File: config.mk
export PLATFORM = sky130hd
export DESIGN_NAME = combo_lock_ctrl
export DESIGN_NICKNAME = d
export VERILOG_FILES = /design/src/rtl/combo_lock_pkg.sv /design/src/rtl/lock_timer.sv /design/src/rtl/combo_lock_ctrl.sv
export SDC_FILE = /design/constraint.sdc
export NUM_CORES = 1
export LEC_CHECK = 0
export ABC_AREA = 1
export BUFFER_PORTS_ARGS = -buffer_cell sky130_fd_sc_hd__clkbuf_2
export CAP_MARGIN = 10
export CORE_UTILIZATION = 54
export DETAILED_ROUTE_END_ITERATION = 16
export PLACE_DENSITY = 0.76
export REMOVE_ABC_BUFFERS = 1
export SETUP_SLACK_MARGIN = 0.2
export SYNTH_ARGS = -nofsm -noshare
export SYNTH_HDL_FRONTEND = slang
export SYNTH_SLANG_ARGS = --single-unit
File: constraint.sdc
create_clock -name clk -period 2.3 [get_ports clk]
set_clock_uncertainty 0.2 [all_clocks]
set_input_delay 0.23 -clock clk [delete_from_list [all_inputs] [get_ports clk]]
set_output_delay 0.23 -clock clk [all_outputs]
set_load 0.02 [all_outputs]
File: src/rtl/combo_lock_pkg.sv
// Shared types and helpers for the combination-lock controller.
// - lock_state_e: controller states; the encoding is also the display code on state_o.
// - digit_width(): bits needed for one keypad digit (at least 1).
// - max3(): largest of three cycle counts, used to size the shared timer.
package combo_lock_pkg;

    typedef enum logic [2:0] {
        ST_LOCKED   = 3'd0,
        ST_ENTRY    = 3'd1,
        ST_UNLOCKED = 3'd2,
        ST_PROG     = 3'd3,
        ST_LOCKOUT  = 3'd4
    } lock_state_e;

    localparam logic [3:0] FAIL_SAT = 4'd15;

    function automatic int digit_width(input int num_btn);
        return (num_btn <= 2) ? 1 : $clog2(num_btn);
    endfunction

    function automatic int max3(input int a, input int b, input int c);
        int m;
        m = (a > b) ? a : b;
        return (m > c) ? m : c;
    endfunction

endpackage

File: src/rtl/lock_timer.sv
// Loadable down-counter shared by the entry timeout, lockout and auto-relock.
// Ports:
//   clk, rst_n : clock, asynchronous active-low reset
//   load       : reload the counter with load_val (wins over counting)
//   load_val   : reload value; expiry is seen load_val+1 cycles after the load
//   expired    : counter has reached zero (held there until the next load)
module lock_timer #(
    parameter int WIDTH = 8
) (
    input  logic             clk,
    input  logic             rst_n,
    input  logic             load,
    input  logic [WIDTH-1:0] load_val,
    output logic             expired
);

    logic [WIDTH-1:0] count_reg;

    always_ff @(posedge clk or negedge rst_n) begin
        if (!rst_n) begin
            count_reg <= '0;
        end else if (load) begin
            count_reg <= load_val;
        end else if (count_reg != '0) begin
            count_reg <= count_reg - WIDTH'(1);
        end
    end

    assign expired = (count_reg == '0);

endmodule

File: src/rtl/combo_lock_ctrl.sv
// Combination-lock controller: N-button keypad, programmable code, inter-key
// timeout, failed-attempt counting with timed lockout, and auto-relock.
// Ports:
//   clk, rst_n   : clock, asynchronous active-low reset
//   btn_pulse    : one-cycle press pulses, one bit per button
//   prog_en      : level, requests code programming while unlocked
//   unlocked     : lock open
//   lockout      : lockout active, presses ignored
//   prog_active  : programming in progress
//   state_o      : display code of the current state (see lock_state_e)
//   digit_cnt    : digits entered so far in the current entry/programming
//   fail_cnt     : consecutive failed attempts (saturates at 15)
//   ok_pulse     : one cycle on correct code or committed programming
//   err_pulse    : one cycle on a failed attempt
module combo_lock_ctrl
    import combo_lock_pkg::*;
#(
    parameter int NUM_BTN     = 4,
    parameter int CODE_LEN    = 4,
    parameter logic [CODE_LEN*digit_width(NUM_BTN)-1:0] DEFAULT_CODE = 8'hE4,
    parameter int MAX_FAIL    = 3,
    parameter int TIMEOUT_CYC = 1000,
    parameter int LOCKOUT_CYC = 5000,
    parameter int UNLOCK_CYC  = 10000
) (
    input  logic                            clk,
    input  logic                            rst_n,
    input  logic [NUM_BTN-1:0]              btn_pulse,
    input  logic                            prog_en,
    output logic                            unlocked,
    output logic                            lockout,
    output logic                            prog_active,
    output logic [2:0]                      state_o,
    output logic [$clog2(CODE_LEN+1)-1:0]   digit_cnt,
    output logic [3:0]                      fail_cnt,
    output logic                            ok_pulse,
    output logic                            err_pulse
);

    localparam int W      = digit_width(NUM_BTN);
    localparam int CW     = $clog2(CODE_LEN + 1);
    localparam int CODE_W = CODE_LEN * W;
    localparam int TW     = $clog2(max3(TIMEOUT_CYC, LOCKOUT_CYC, UNLOCK_CYC)) + 1;

    lock_state_e       state_reg, state_next;
    logic [CW-1:0]     digit_cnt_reg, digit_cnt_next;
    logic [3:0]        fail_reg, fail_next, fail_inc;
    logic              mism_reg, mism_next;
    logic [CODE_W-1:0] code_reg, code_next;
    logic [CODE_W-1:0] shadow_reg, shadow_next;
    logic              ok_reg, ok_next;
    logic              err_reg, err_next;
    logic              unlocked_reg, lockout_reg, prog_reg;

    logic              any_press, valid_press, digit_mismatch, last_digit, entry_bad;
    logic [W-1:0]      press_digit;
    logic              press_reload, timer_load, timer_expired;
    logic [TW-1:0]     timer_val;

    // Press decode: index of the set bit; only meaningful when exactly one bit is set.
    always_comb begin
        press_digit = '0;
        for (int i = 0; i < NUM_BTN; i++) begin
            if (btn_pulse[i]) begin
                press_digit = W'(i);
            end
        end
    end

    assign any_press   = |btn_pulse;
    assign valid_press = $onehot(btn_pulse);
    assign last_digit  = (digit_cnt_reg == CW'(CODE_LEN - 1));
    // Incremental comparison against the code digit at the current position;
    // a multi-button press always counts as a mismatch.
    assign digit_mismatch = !valid_press ||
                            (press_digit != code_reg[int'(digit_cnt_reg)*W +: W]);
    assign entry_bad = ((state_reg == ST_ENTRY) && mism_reg) || digit_mismatch;
    assign fail_inc  = (fail_reg == FAIL_SAT) ? fail_reg : fail_reg + 4'd1;

    always_comb begin
        state_next     = state_reg;
        digit_cnt_next = digit_cnt_reg;
        fail_next      = fail_reg;
        mism_next      = mism_reg;
        code_next      = code_reg;
        shadow_next    = shadow_reg;
        ok_next        = 1'b0;
        err_next       = 1'b0;
        press_reload   = 1'b0;

        case (state_reg)
            ST_LOCKED, ST_ENTRY: begin
                if (any_press) begin
                    press_reload = 1'b1;
                    if (last_digit) begin
                        digit_cnt_next = '0;
                        mism_next      = 1'b0;
                        if (!entry_bad) begin
                            state_next = ST_UNLOCKED;
                            ok_next    = 1'b1;
                            fail_next  = '0;
                        end else begin
                            err_next   = 1'b1;
                            fail_next  = fail_inc;
                            state_next = (fail_inc >= 4'(MAX_FAIL)) ? ST_LOCKOUT : ST_LOCKED;
                        end
                    end else begin
                        state_next     = ST_ENTRY;
                        digit_cnt_next = digit_cnt_reg + CW'(1);
                        mism_next      = entry_bad;
                    end
                end else if (state_reg == ST_ENTRY && timer_expired) begin
                    // Abandoned entry: not counted as a failure.
                    state_next     = ST_LOCKED;
                    digit_cnt_next = '0;
                    mism_next      = 1'b0;
                end
            end

            ST_UNLOCKED: begin
                if (any_press && !prog_en) begin
                    state_next = ST_LOCKED;
                end else if (prog_en) begin
                    state_next     = ST_PROG;
                    digit_cnt_next = '0;
                end else if (timer_expired) begin
                    state_next = ST_LOCKED;
                end
            end

            ST_PROG: begin
                if (!prog_en) begin
                    state_next     = ST_UNLOCKED;
                    digit_cnt_next = '0;
                end else if (valid_press) begin
                    press_reload = 1'b1;
                    shadow_next[int'(digit_cnt_reg)*W +: W] = press_digit;
                    if (last_digit) begin
                        code_next      = shadow_next;
                        ok_next        = 1'b1;
                        state_next     = ST_UNLOCKED;
                        digit_cnt_next = '0;
                    end else begin
                        digit_cnt_next = digit_cnt_reg + CW'(1);
                    end
                end else if (timer_expired) begin
                    state_next     = ST_UNLOCKED;
                    digit_cnt_next = '0;
                end
            end

            ST_LOCKOUT: begin
                if (timer_expired) begin
                    state_next = ST_LOCKED;
                    fail_next  = '0;
                end
            end

            default: begin
                state_next     = ST_LOCKED;
                digit_cnt_next = '0;
                mism_next      = 1'b0;
            end
        endcase
    end

    // The timer is reloaded for the state being entered, or re-armed by an accepted press.
    assign timer_load = press_reload || (state_next != state_reg);

    always_comb begin
        case (state_next)
            ST_UNLOCKED: timer_val = TW'(UNLOCK_CYC - 1);
            ST_LOCKOUT:  timer_val = TW'(LOCKOUT_CYC - 1);
            default:     timer_val = TW'(TIMEOUT_CYC - 1);
        endcase
    end

    lock_timer #(
        .WIDTH(TW)
    ) u_timer (
        .clk      (clk),
        .rst_n    (rst_n),
        .load     (timer_load),
        .load_val (timer_val),
        .expired  (timer_expired)
    );

    always_ff @(posedge clk or negedge rst_n) begin
        if (!rst_n) begin
            state_reg     <= ST_LOCKED;
            digit_cnt_reg <= '0;
            fail_reg      <= '0;
            mism_reg      <= 1'b0;
            code_reg      <= DEFAULT_CODE;
            shadow_reg    <= '0;
            ok_reg        <= 1'b0;
            err_reg       <= 1'b0;
            unlocked_reg  <= 1'b0;
            lockout_reg   <= 1'b0;
            prog_reg      <= 1'b0;
        end else begin
            state_reg     <= state_next;
            digit_cnt_reg <= digit_cnt_next;
            fail_reg      <= fail_next;
            mism_reg      <= mism_next;
            code_reg      <= code_next;
            shadow_reg    <= shadow_next;
            ok_reg        <= ok_next;
            err_reg       <= err_next;
            unlocked_reg  <= (state_next == ST_UNLOCKED);
            lockout_reg   <= (state_next == ST_LOCKOUT);
            prog_reg      <= (state_next == ST_PROG);
        end
    end

    assign unlocked    = unlocked_reg;
    assign lockout     = lockout_reg;
    assign prog_active = prog_reg;
    assign state_o     = state_reg;
    assign digit_cnt   = digit_cnt_reg;
    assign fail_cnt    = fail_reg;
    assign ok_pulse    = ok_reg;
    assign err_pulse   = err_reg;

endmodule

* Yosys cells after proc, flatten, opt, wreduce, memory -nomap -nowiden
Cells that the tools add are included.
Storage, ports and cells: flip-flop bits (word level) 47, input bits 7, output and inout bits 15, logic and storage cells 119
Operators by class: add/subtract/negate cells 7, order comparisons 1, eq/ne operators 19, shift-type cells 3, mux-type cells 54, bitwise logic cells 2, reductions and logical operators 21
Operators with widths (number):
- $mux W3 | 20
- $neg A4 Y33 | 1
- $shift A2 B33 Y8 const A | 1
- $shiftx A2 B33 Y8 | 1
- $mux W15 | 2
- $pmux W14 S2 | 1
- $pmux W3 S4 | 2
- $mux W4 | 5
- $mux W1 | 17
- $eq A3 B2 Y1 const B | 5
- $logic_not A15 Y1 | 1
- $reduce_bool A15 Y1 | 1
- $sub A15 B1 Y15 const B | 1
- $ne A2 B2 Y1 const B | 5
- $bwmux W8 | 1
- $pmux W4 S2 | 1
- $reduce_and A4 Y1 | 2
- $shiftx A8 B5 Y2 | 1
- $eq A3 B1 Y1 const B | 2
- $eq A3 B3 Y1 const B | 2
- $pmux W1 S2 | 3
- $reduce_and A5 Y1 | 1
- $add A1 B1 Y2 | 2
- $add A4 B1 Y4 const B | 1
- 20 further kinds | 28

* Depth between registers and ports, before layout
Gate-level depths: netlist of run 1.
depth after elaboration 13, gate-level depth with buffers 19, depth with buffers taken out 19

* By module
A second synthesis of run 1 with hierarchy kept.
Unflattened totals: cells, all modules 412, area total of the unflattened synthesis 3019.1 um^2
Modules (own cells, without submodules):
- combo_lock_ctrl | times used 1, cells an instance 258, area each 1921.8 um^2, sequential area each 805.8 um^2
- lock_timer | times used 1, cells an instance 154, area each 1097.3 um^2, sequential area each 375.4 um^2

* Worst setup path before layout of run 1
No wires, ideal clock.
path type input -> register, start in btn_pulse[0], end reg u_timer.count_reg[10], library setup time 123 ps, arrival 2568 ps, data required time 1977 ps, slack -591 ps, cell stages on the path 17, path buffers 0, cells stage by stage inv_1 -> fa_1 -> inv_1 -> ha_1 -> ha_1 -> nor3b_1 -> nand2_1 -> nand2_2 -> nand2_1 -> nand2_1 -> nor2_1 -> nand3_1 -> nand3_4 -> nor2_8 -> nand2_4 -> nor2_4 -> a21oi_1
Between the ends: word-level cells in the longest chain between the ends 13, elaborated cells on any way between the ends 26, those cells by class add/sub: 2; eq/ne: 4; mux: 13; reduce/logical: 7
Ends and longest elaborated chain:
- start, declared | line combo_lock_ctrl.sv:28 | input logic [NUM_BTN-1:0] btn_pulse,
- $add A1 B1 Y2 (not written as such) | line combo_lock_ctrl.sv:71 | assign valid_press = $onehot(btn_pulse);
- $add A2 B2 Y3 (not written as such) | line combo_lock_ctrl.sv:71
- $eq A3 B1 Y1 | line combo_lock_ctrl.sv:71
- $logic_not A1 Y1 | line combo_lock_ctrl.sv:75 | assign digit_mismatch = !valid_press ||
- $logic_or A1 B1 Y1 | line combo_lock_ctrl.sv:75
- $logic_or A1 B1 Y1 | line combo_lock_ctrl.sv:77 | assign entry_bad = ((state_reg == ST_ENTRY) && mism_reg) || digit_mismatch;
- $mux W3 | line combo_lock_ctrl.sv:98 | if (!entry_bad) begin
- $mux W3 | line combo_lock_ctrl.sv:95 | if (last_digit) begin
- $mux W3 | line combo_lock_ctrl.sv:93 | if (any_press) begin
- $pmux W3 S4 | line combo_lock_ctrl.sv:91 | case (state_reg)
- $eq A3 B3 Y1 (tied with other cells) | line combo_lock_ctrl.sv:171 | case (state_next)
- $pmux W14 S2 or $logic_or A1 B1 Y1 (tied branches) | line combo_lock_ctrl.sv:171, combo_lock_ctrl.sv:168
- $mux W15 or $reduce_bool A2 Y1 (tied branches)
- end signal, assigned | line lock_timer.sv:23 | count_reg <= load_val;
- end signal, assigned | line lock_timer.sv:25 | count_reg <= count_reg - WIDTH'(1);
- end, declared | line lock_timer.sv:17 | logic [WIDTH-1:0] count_reg;
Several ways; a longest one is shown, not always the timed one. A chain may end at the register's enable or synchronous reset.

* Worst setup path in the final report of run 1
Ends and elaborated chain as after synthesis.

==> results of run 1 <==
-- routing by layer --
layer  global-route usage  up-vias  wire [microns]
li1                     -     1360               -
met1                0.360     1432            3510
met2                0.506      193            4610
met3               0.0335       53             590
met4                0.134        0             475
met5                    0        -               0
-- critical path, delay by kind of cell --
| family | cells | cell delay (ps) |
|---|---|---|
| simple gates | 7 | 990 |
| fa+ha+maj | 3 | 910 |
| compound gates | 1 | 180 |
| buf+inv | 6 | 530 |
-- logic make-up after synthesis --
logic type,Yosys count
adders and majority gates,12
AOI/OAI and AO/OA,55
DFF,47
xor gates and xnor gates,10
and+or+nand+nor,174
buffers and inverters,69
-- final timing paths --
kind,startpoint,endpoint,slack [ps]
max reg2reg,u_timer.count_reg[0]$_DFFE_PN0P_,u_timer.count_reg[10]$_DFFE_PN0P_,-320
max in group asynchronous,rst_n,unlocked$_DFF_PN0_,900
min in group asynchronous,rst_n,shadow_reg[3]$_DFFE_PN0P_,260
max,btn_pulse[0],u_timer.count_reg[10]$_DFFE_PN0P_,-490
min,prog_en,digit_cnt[0]$_DFFE_PN0P_,210
min reg2reg,code_reg[5]$_DFFE_PN1P_,code_reg[5]$_DFFE_PN1P_,290
-- timing repair --
item                                    CTS  global route
buffers inserted                         19             9
resized for setup                        76            52
hold buffers                              1             0
pin swaps                                25            18
gates cloned                              2             0
hold endpoints to repair                 19             0
endpoints found under the setup margin   47            47
-- layout make-up --
class | count | area, sq um | area share
clock buffers | 6 | 82.6 | 0.0202
clock inverters | 2 | 35.0 | 0.00855
inverters | 67 | 278 | 0.0678
multi-input cells | 252 | 1690 | 0.413
flip-flops and latches | 47 | 1180 | 0.289
well taps | 70 | 87.6 | 0.0214
repair buffers | 87 | 733 | 0.179
repair inverters | 1 | 7.51 | 0.00183
-- where the power goes --
part	internal [W]	switching [W]	leakage, nW	total (W)
clock	0.000352	0.000299	0.0612	0.000651
combinational	0.00103	0.00149	1.33	0.00253
sequential	0.000989	0.000145	0.562	0.00113
total	0.00238	0.00194	1.95	0.00431
-- through the flow --
stage               power (W)  instance area (sq um)  worst slack (ps)  std cells
CTS                   0.00383                   3830              -415        523
global route          0.00452                   4100              -587        532
detailed placement    0.00293                   3320              -815        493
finish                0.00431                   4100              -491        532
floorplan             0.00231                   2850              -749        365
global placement      0.00289                   3320              -718        493
-- placed cells by master, fill, tap and decap left out, types with 6 or more instances in the layout --
cell / synthesis / routed
nor2_2: 4 / 13
o21ai_2: 0 / 6
nor2_1: 40 / 28
inv_1: 64 / 54
nand3_2: 1 / 8
buf_6: 0 / 22
nor3_1: 8 / 8
dfrtp_1: 43 / 42
a21oi_2: 0 / 7
buf_4: 1 / 40
ha_1: 11 / 9
nand3_1: 26 / 18
nor2_4: 3 / 6
clkbuf_2: 0 / 20
inv_2: 2 / 8
o21ai_0: 25 / 6
nand2_2: 6 / 18
o21ai_1: 1 / 14
nand2_1: 75 / 59
clkbuf_8: 0 / 6
a21oi_1: 13 / 6
==> key figures, run 1 <==
Status
  • Failing checks: setup timing
  • Status: complete, but fails checks

Timing
  • Setup ws final: -491 ps
  • Fin Setup TNS: -9780 ps
  • Worst slew pin tran: between 600 and 700 ps
  • Final Slew Violations: 0
  • RSZ-0062 raised after global routing: yes
  • Max transition margin: 0.575
  • Hold Fails Final Rpt: 0
  • Final Hold Slack: about 210 ps
  • Final setup violating endpoints: 34
  • FMAX: 358 MHz
  • Fin crit share: 1.21
  • Final Critical Period: 2790 ps

Drt
  • Routed vias: approximately 3000
  • First-pass DRT Iterations: 6
  • Residual DRC count: 0
  • Drt wl/cell: between 15 and 20 microns
  • Number of DRC markers in iteration 0: approximately 260
  • Overall routed net length: approximately 9200 microns
  • Post-detailed-route count of antenna-violating nets: 0
  • Vias per inst: 5.71

Placed design
  • Global placer's final weighted congestion: around 0.84
  • Port Buffers: 21
  • Hpwl dp: about 4800 microns

Floorplan
  • IO Count: 22
  • Core Area: around 5000 sq um
  • Starting Density: 0.561
  • Row cnt: 26
  • Die Ht: 74.8 microns
  • Die area: 5600 sq um
  • Die width: around 75 microns

Worst setup path
  • Max incr delay on CP: approximately 540 ps
  • Reg2reg path depth: 15
  • Critical path endpoint category: register
  • Crit-path cells: buf_6 > inv_4 > fa_1 > inv_2 > ha_4 > ha_4 > nor3b_2 > buf_4 > inv_1 > nor2_2 > nand2_2 > nand3_4 > nand2_2 > nor2_8 > buf_4 > nand3_1 > a21oi_2
  • Worst path slowest cell: fa_1
  • Startpoint Class: primary input
  • Maximum fanout along the worst path: 4
  • WP data required: between 2000 and 2500 ps
  • CP Data Arrival Time: 2830 ps
  • Critical path class: in2reg

Logic synthesis
  • Most used DFF post-synth: dfrtp_1
  • Mux share of post-synthesis cell area: 0
  • Seq/Total Area, Yosys: 0.412
  • Synth unique cells: 38
  • Simple-gate share of the synthesized area: 0.294
  • Share of flip-flops with an asynchronous set or reset: 1.00
  • Top cells by count, synth: nand2_1, inv_1, dfrtp_1, nor2_1, nand3_1
  • Most common cell in the netlist: nand2_1
  • Number of synthesized register bits: 47
  • Avg Synthesized Cell Area: 7.80 sq um
  • Ranking of synthesized cells by area: dfrtp_1, nand2_1, inv_1
  • Yosys top cell area share: 0.376
  • Synthesis warning total: 0
  • Largest family of logic cells by synthesized area: simple AND/OR/NAND/NOR gates
  • EDFF count, synth: 0
  • Top cell type by total area after synthesis: dfrtp_1
  • Post-synthesis compound-gate area fraction: 0.115
  • Xor and xnor area share after synthesis: 0.0306
  • Mapped Area: roughly 2900 sq um
  • Adder-cell share of the synthesized area: 0.0550
  • Gate Count Post-Synth: ~370

Cells and area
  • Largest register FFs: 15
  • Layout Utilization: 0.802
  • Share of layout cells above drive strength 1: 0.413
  • Final-layout fill cell count: approximately 280
  • # diodes: 0
  • # nets final: 480
  • Layout area overhead: 43.1%

Power and ir drop
  • LEAKAGE: 1.95 nW
  • Power per Cell Area: ~1100 nW/um^2
  • Maximum vdd drop: a little over 0.8 mV

Global routing
  • Total track usage: 0.290
  • Global-route wire length before repair: 12100 microns
  • Pin count of the biggest net entering global routing: 25
  • GRT overflow: 0
  • Vias in the first global route: 2640
  • Initial antenna violation count: 0

CTS
  • CTS sink cnt: between 40 and 50
  • Maximum root-to-sink buffer count: 2
  • Reg clk slew, reported paths: roughly 90 ps
  • CTS tree: done
  • Clk_lat worst skew: just over 300 ps
  • Depth of the CTS H-tree: 2
  • Root Driver: clkbuf_8
  • Inserted Clock Buffers: 5

Worst hold path
  • Min-delay worst type: in2reg
  • Cells on Worst Hold Path: 3

Run
  • Maxcap violations: 0
No activity file was read; power rests on OpenSTA's default activity.
==> inputs of run 2 (changes only) <==
Settings changed: CORE_MARGIN set to 2.
==> key figures, run 2 (synthesized netlist as in run 1, its figures left out) <==
Cells and area
  • # nets final: 465 (was 480)
  • Commonest non-fill, non-tap cell in the layout: nand2_1 (unchanged)
  • Share of layout cells above drive strength 1: 0.347 (was 0.413)
  • Layout area overhead: 34.9% (was 43.1%)
  • Largest register FFs: 15 (unchanged)
  • Commonest cells after routing, fill and taps aside: nand2_1, inv_1, dfrtp_1 (unchanged)
  • Layout Utilization: 0.757 (was 0.802)
  • # diodes: 0 (unchanged)

Worst setup path
  • CP Data Arrival Time: 2760 ps (was 2830 ps)
  • Crit path to: u_timer.count_reg[12]$_DFFE_PN0P_ (was u_timer.count_reg[10]$_DFFE_PN0P_)
  • Crit-path cells: buf_6 > inv_4 > fa_1 > inv_2 > ha_4 > ha_4 > nor3b_4 > buf_4 > nor2_1 > nand2_1 > nand2_4 > inv_4 > nand3_4 > nand2_4 > nand3_4 > nor2_8 > nand2_8 > buf_8 > nor2_4 > nor2_2 (was buf_6 > inv_4 > fa_1 > inv_2 > ha_4 > ha_4 > nor3b_2 > buf_4 > inv_1 > nor2_2 > nand2_2 > nand3_4 > nand2_2 > nor2_8 > buf_4 > nand3_1 > a21oi_2)
  • Reg2reg path depth: 16 (was 15)
  • Critical path class: in2reg (unchanged)
  • Crit path max-delay family: simple AND/OR/NAND/NOR gates (unchanged)
  • Max incr delay on CP: 560 ps (was 540 ps)
  • FF-to-FF End: u_timer.count_reg[12]$_DFFE_PN0P_ (was u_timer.count_reg[10]$_DFFE_PN0P_)
  • WP data required: 2300 ps (was 2340 ps)
  • Worst path slowest cell: fa_1 (unchanged)
  • Worst setup path start: btn_pulse[0] (unchanged)
  • FF-to-FF Start: code_reg[2]$_DFFE_PN1P_ (was u_timer.count_reg[0]$_DFFE_PN0P_)
  • Startpoint Class: primary input (unchanged)
  • Maximum fanout along the worst path: 6 (was 4)
  • CP bufs+invs: 6 (unchanged)
  • R2R setup slack: -180 ps (was -320 ps)
  • CP Depth: 20 (was 17)
  • Critical path endpoint category: register (unchanged)

Placed design
  • Setup WS pre-CTS: -821 ps (was -815 ps)
  • Port Buffers: 21 (unchanged)
  • Global placer's final weighted congestion: 0.852 (was 0.843)
  • Hpwl dp: 4870 microns (was 4770 microns)

CTS
  • CTS tree: done (unchanged)
  • Maximum root-to-sink buffer count: 2 (unchanged)
  • Root Driver: clkbuf_8 (unchanged)
  • Depth of the CTS H-tree: 2 (unchanged)
  • Inserted Clock Buffers: 5 (unchanged)
  • Reg clk slew, reported paths: 90 ps (about the same)
  • CTS sink cnt: 47 (unchanged)
  • Clk_lat worst skew: 310 ps (about the same)

Drt
  • Number of DRC markers in iteration 0: 238 (was 261)
  • First-pass DRT Iterations: 5 (was 6)
  • Drt wl/cell: 15.9 microns (was 17.3 microns)
  • Residual DRC count: 0 (unchanged)
  • Vias per inst: 5.46 (was 5.71)
  • Overall routed net length: 8210 microns (was 9180 microns)
  • Post-detailed-route count of antenna-violating nets: 0 (unchanged)
  • Routed vias: 2821 (was 3038)

Floorplan
  • IO Count: 22 (unchanged)
  • Core Area: 5110 sq um (unchanged)
  • Starting Density: 0.561 (unchanged)
  • Die Ht: 76.8 microns (was 74.8 microns)
  • Die width: 76.8 microns (was 74.8 microns)
  • Die area: 5900 sq um (was 5600 sq um)
  • Row cnt: 26 (unchanged)

Worst hold path
  • Hold path start: prog_en (unchanged)
  • Min-delay worst type: in2reg (unchanged)

Run
  • Maxcap violations: 0 (unchanged)

Global routing
  • Total track usage: 0.267 (was 0.290)
  • GRT overflow: 0 (unchanged)
  • Global-route wire length before repair: 12500 microns (was 12100 microns)
  • Initial antenna violation count: 0 (unchanged)
  • Vias in the first global route: 2698 (was 2640)
  • Pin count of the biggest net entering global routing: 25 (unchanged)

Timing
  • Max transition margin: 0.576 (was 0.575)
  • Fin crit share: 1.20 (was 1.21)
  • Hold Fails Final Rpt: 0 (unchanged)
  • Worst slew pin tran: 635 ps (was 633 ps)
  • Fin Setup TNS: -10400 ps (was -9780 ps)
  • Final Slew Violations: 0 (unchanged)
  • Final Critical Period: 2760 ps (was 2790 ps)
  • Final setup violating endpoints: 36 (was 34)
  • FMAX: 363 MHz (was 358 MHz)
  • RSZ-0062 raised after global routing: yes (unchanged)
  • Setup ws final: -455 ps (was -491 ps)

Status
  • Failing checks: setup timing (unchanged)
  • Status: complete, but fails checks (unchanged)

Power and ir drop
  • Maximum vdd drop: 0.861 mV (was 0.812 mV)
  • Power per Cell Area: 1030 nW/um^2 (was 1050 nW/um^2)
  • LEAKAGE: 1.85 nW (was 1.95 nW)
## run 2: layout make-up
| class | count | area [sq um] |
|---|---|---|
| Sequential cell | 47 | 1180 |
| Tap cell | 70 | 87.6 |
| Multi-Input combinational cell | 251 | 1630 |
| Fill cell | 335 | 1240 |
| Inverter | 67 | 269 |
| Clock inverter | 2 | 12.5 |
| Timing Repair Buffer | 74 | 607 |
| Clock buffer | 6 | 72.6 |
## run 2: power by group
| group | total, W | leakage [nW] | switching [W] | internal (W) |
|---|---|---|---|---|
| Clock | 0.000497 | 0.0412 | 0.000284 | 0.000213 |
| Combinational | 0.00237 | 1.24 | 0.00144 | 0.000930 |
| Sequential | 0.00112 | 0.562 | 0.000135 | 0.000989 |
| Total | 0.00399 | 1.85 | 0.00186 | 0.00213 |
## run 2: worst min-delay path by stage
stage	cells after the start	slack (ps)	to
4_1_cts	3	200	digit_cnt[2]$_DFFE_PN0P_
6_report	3	230	digit_cnt[0]$_DFFE_PN0P_
2_1_floorplan	0	-270	code_reg[0]$_DFFE_PN0P_
3_5_place_dp	1	70	shadow_reg[3]$_DFFE_PN0P_
5_1_grt	3	210	digit_cnt[0]$_DFFE_PN0P_
3_3_place_gp	1	60	shadow_reg[6]$_DFFE_PN0P_
## run 2: metrics by stage
stage / total power, W / instances / hold WS, ps / area, sq um
after floorplan: 0.00231 / 365 / -266 / 2850
after global placement: 0.00287 / 491 / 60.5 / 3310
after detailed placement: 0.00292 / 491 / 73.4 / 3310
after CTS: 0.00365 / 513 / 205 / 3690
after global routing: 0.00423 / 517 / 209 / 3860
final: 0.00399 / 517 / 226 / 3860
## run 2: per-layer routing
metal,track usage,vias up,part of all wire
li1,-,1328,-
met1,0.332,1315,0.39
met2,0.455,142,0.51
met3,0.0447,36,0.062
met4,0.118,0,0.040
met5,0,-,0
## run 2: repair_timing
| item | in CTS | in global routing |
|---|---|---|
| setup endpoints to repair | 47 | 47 |
| resized for setup | 71 | 39 |
| buffers inserted | 12 | 4 |
| endpoints found under the hold margin | 19 | 0 |
| gates cloned | 1 | 0 |
| hold buffers | 1 | 0 |
| pin swaps | 13 | 14 |
## run 2: worst register-to-register path: stages, from the launching register on
cell and delay, ps:
dfstp_2 520, inv_1 50, nand2_1 80, nand3_1 110, nand2_1 110, nand2_1 70
nand2_1 60, nand2_1 50, nor2_1 250, nand2_2 150, nand3_4 110, nand2_2 90
nor2_8 160, nand2_8 90, buf_8 150, nor2_4 90, nor2_2 50
==> inputs of run 3 (changes only) <==
Settings changed: BUFFER_PORTS_ARGS -buffer_cell sky130_fd_sc_hd__clkbuf_2 to -buffer_cell sky130_fd_sc_hd__buf_4.
==> key figures, run 3 (synthesized netlist as in run 1, its figures left out) <==
Floorplan
  • Die width: 76.8 microns (unchanged)
  • Die area: 5900 sq um (unchanged)
  • Starting Density: 0.561 (unchanged)
  • Die Ht: 76.8 microns (unchanged)
  • Core Area: 5110 sq um (unchanged)
  • Row cnt: 26 (unchanged)
  • IO Count: 22 (unchanged)

CTS
  • Root Driver: clkbuf_8 (unchanged)
  • Inserted Clock Buffers: 5 (unchanged)
  • Reg clk slew, reported paths: 90 ps (about the same)
  • Clk_lat worst skew: 310 ps (about the same)
  • CTS tree: done (unchanged)
  • Depth of the CTS H-tree: 2 (unchanged)
  • Maximum root-to-sink buffer count: 2 (unchanged)
  • CTS sink cnt: 47 (unchanged)

Power and ir drop
  • LEAKAGE: 1.81 nW (was 1.85 nW)
  • NetSw: 0.00172 W (was 0.00186 W)
  • Design Power: 0.00387 W (was 0.00399 W)
  • Maximum vdd drop: 0.803 mV (was 0.861 mV)
  • Clock power frac: 0.136 (was 0.125)
  • Logic pwr share: 0.575 (was 0.593)
  • Sw Share: 0.445 (was 0.465)
  • Seq pwr share: 0.290 (was 0.282)
  • Power per Cell Area: 1020 nW/um^2 (was 1030 nW/um^2)
  • Internal: 0.00215 W (was 0.00213 W)

Drt
  • Vias per inst: 5.25 (was 5.46)
  • M1 wire length: 3030 microns (was 3200 microns)
  • Top sig layer: met4 (unchanged)
  • Overall routed net length: 7120 microns (was 8210 microns)
  • Post-detailed-route count of antenna-violating nets: 0 (unchanged)
  • Met3 routed WL: 285 microns (was 508 microns)
  • Routed vias: 2660 (was 2821)
  • Drt wl/cell: 14.0 microns (was 15.9 microns)
  • Number of DRC markers in iteration 0: 156 (was 238)
  • First-pass DRT Iterations: 5 (unchanged)
  • DR WL met2: 3680 microns (was 4180 microns)
  • Residual DRC count: 0 (unchanged)

Worst setup path
  • WP data required: 2340 ps (was 2300 ps)
  • Maximum fanout along the worst path: 4 (was 6)
  • Reg2reg path depth: 11 (was 16)
  • CP bufs+invs: 4 (was 6)
  • R2R setup slack: -140 ps (was -180 ps)
  • CP Data Arrival Time: 2750 ps (was 2760 ps)
  • Critical path class: in2reg (unchanged)
  • Startpoint Class: primary input (unchanged)
  • Worst path slowest cell: fa_1 (unchanged)
  • Crit path max-delay family: simple AND/OR/NAND/NOR gates (unchanged)
  • FF-to-FF End: u_timer.count_reg[13]$_DFFE_PN0P_ (was u_timer.count_reg[12]$_DFFE_PN0P_)
  • FF-to-FF Start: digit_cnt[0]$_DFFE_PN0P_ (was code_reg[2]$_DFFE_PN1P_)
  • Max incr delay on CP: 520 ps (was 560 ps)
  • Crit-path cells: buf_8 > inv_4 > fa_1 > inv_1 > ha_2 > ha_4 > nor3b_4 > nand2_2 > nand2_2 > nand2_2 > nand2_2 > nor2_2 > nand3_2 > nand3_4 > nor2_8 > buf_12 > nand2_4 > nand2_2 > nand2_1 > nor2_1 (was buf_6 > inv_4 > fa_1 > inv_2 > ha_4 > ha_4 > nor3b_4 > buf_4 > nor2_1 > nand2_1 > nand2_4 > inv_4 > nand3_4 > nand2_4 > nand3_4 > nor2_8 > nand2_8 > buf_8 > nor2_4 > nor2_2)
  • Most frequent CP cell: nand2_2
  • Critical path endpoint category: register (unchanged)

Timing
  • Final setup violating endpoints: 27 (was 36)
  • Final Slew Violations: 0 (unchanged)
  • RSZ-0062 raised after global routing: yes (unchanged)
  • Setup ws final: -410 ps (was -455 ps)
  • Hold Fails Final Rpt: 0 (unchanged)
  • Max transition margin: 0.601 (was 0.576)
  • Final Hold Slack: 188 ps (was 226 ps)
  • Fin crit share: 1.18 (was 1.20)
  • Fin Setup TNS: -6250 ps (was -10400 ps)
  • Worst slew pin tran: 598 ps (was 635 ps)
  • FMAX: 369 MHz (was 363 MHz)
  • Final Critical Period: 2710 ps (was 2760 ps)

Cells and area
  • Commonest cells after routing, fill and taps aside: inv_1, nand2_1, buf_4 (was nand2_1, inv_1, dfrtp_1)
  • Largest register FFs: 15 (unchanged)
  • # diodes: 0 (unchanged)
  • Reg area: 1180 sq um (about the same)
  • Multi-input gate area: 1620 sq um (was 1630 sq um)
  • Final-layout fill cell count: 364 (was 335)
  • Layout area overhead: 32.6% (was 34.9%)
  • Final instance area: 3800 sq um (was 3860 sq um)
  • Share of layout cells above drive strength 1: 0.348 (was 0.347)
  • # nets final: 455 (was 465)
  • Commonest non-fill, non-tap cell in the layout: inv_1 (was nand2_1)

Global routing
  • Total track usage: 0.230 (was 0.267)
  • Initial antenna violation count: 0 (unchanged)
  • Global-route wire length before repair: 10900 microns (was 12500 microns)
  • Pin count of the biggest net entering global routing: 48 (was 25)
  • GRT overflow: 0 (unchanged)
  • Vias in the first global route: 2472 (was 2698)

Status
  • Failing checks: setup timing (unchanged)
  • Status: complete, but fails checks (unchanged)

Worst hold path
  • Cells on Worst Hold Path: 3 (unchanged)
  • Min-delay worst type: in2reg (unchanged)
  • Hold path start: prog_en (unchanged)
  • Worst hold path endpoint: digit_cnt[2]$_DFFE_PN0P_ (was digit_cnt[0]$_DFFE_PN0P_)

Placed design
  • Post-DP Area: 3350 sq um (was 3310 sq um)
  • Global placer's final weighted congestion: 0.875 (was 0.852)
  • Setup WS pre-CTS: -829 ps (was -821 ps)
  • Port Buffers: 21 (unchanged)
  • Hpwl dp: 4580 microns (was 4870 microns)

Run
  • Maxcap violations: 0 (unchanged)
==> run 3: layout make-up <==
type / instances / area share
multi-input cells: 252 / 0.428
flip-flops and latches: 47 / 0.311
repair buffers: 62 / 0.141
inverters: 67 / 0.0708
well taps: 70 / 0.0231
clock buffers: 7 / 0.0227
repair inverters: 1 / 0.00198
clock inverters: 1 / 0.00132
==> run 3: stage by stage <==
| step | utilization | cells |
|---|---|---|
| 2_1_floorplan | - | 365 |
| 3_3_place_gp | 0.655 | 489 |
| 3_5_place_dp | 0.655 | 489 |
| 4_1_cts | 0.703 | 501 |
| 5_1_grt | 0.744 | 507 |
| 6_report | 0.744 | 507 |
==> run 3: worst max-delay path by stage <==
stage | from | to | cells after the start
after global placement | btn_pulse[0] | u_timer.count_reg[3]$_DFFE_PN0P_ | 17
after floorplan | btn_pulse[0] | u_timer.count_reg[10]$_DFFE_PN0P_ | 17
final | btn_pulse[0] | u_timer.count_reg[12]$_DFFE_PN0P_ | 20
after CTS | btn_pulse[3] | u_timer.count_reg[10]$_DFFE_PN0P_ | 19
after global routing | btn_pulse[0] | u_timer.count_reg[12]$_DFFE_PN0P_ | 20
after detailed placement | btn_pulse[0] | u_timer.count_reg[8]$_DFFE_PN0P_ | 17
==> run 3: layer usage <==
layer,vias up,global-route usage
met5,-,0
met4,0,0.0709
met3,13,0.0412
met2,67,0.404
met1,1267,0.286
li1,1313,-
==> run 3: power by group through the flow <==
| stage | sequential, W | clock, W | combinational [W] |
|---|---|---|---|
| 2_1_floorplan | 0.00124 | 0 | 0.00107 |
| 3_3_place_gp | 0.00112 | 0 | 0.00180 |
| 3_5_place_dp | 0.00113 | 0 | 0.00184 |
| 4_1_cts | 0.00111 | 0.000531 | 0.00201 |
| 5_1_grt | 0.00114 | 0.000565 | 0.00240 |
| 6_report | 0.00112 | 0.000525 | 0.00222 |
==> run 3: repair_timing <==
| item | in CTS | in global routing |
|---|---|---|
| endpoints found under the hold margin | 43 | 0 |
| resized for setup | 48 | 54 |
| hold buffers | 1 | 0 |
| buffers inserted | 1 | 6 |
| pin swaps | 16 | 13 |
| setup endpoints to repair | 43 | 47 |
| gates cloned | 2 | 0 |
==> run 3: tightest hold or removal path, cell delays in order <==
cell	delay, ps
buf_4	90
o2111a_2	270
a21oi_2	70
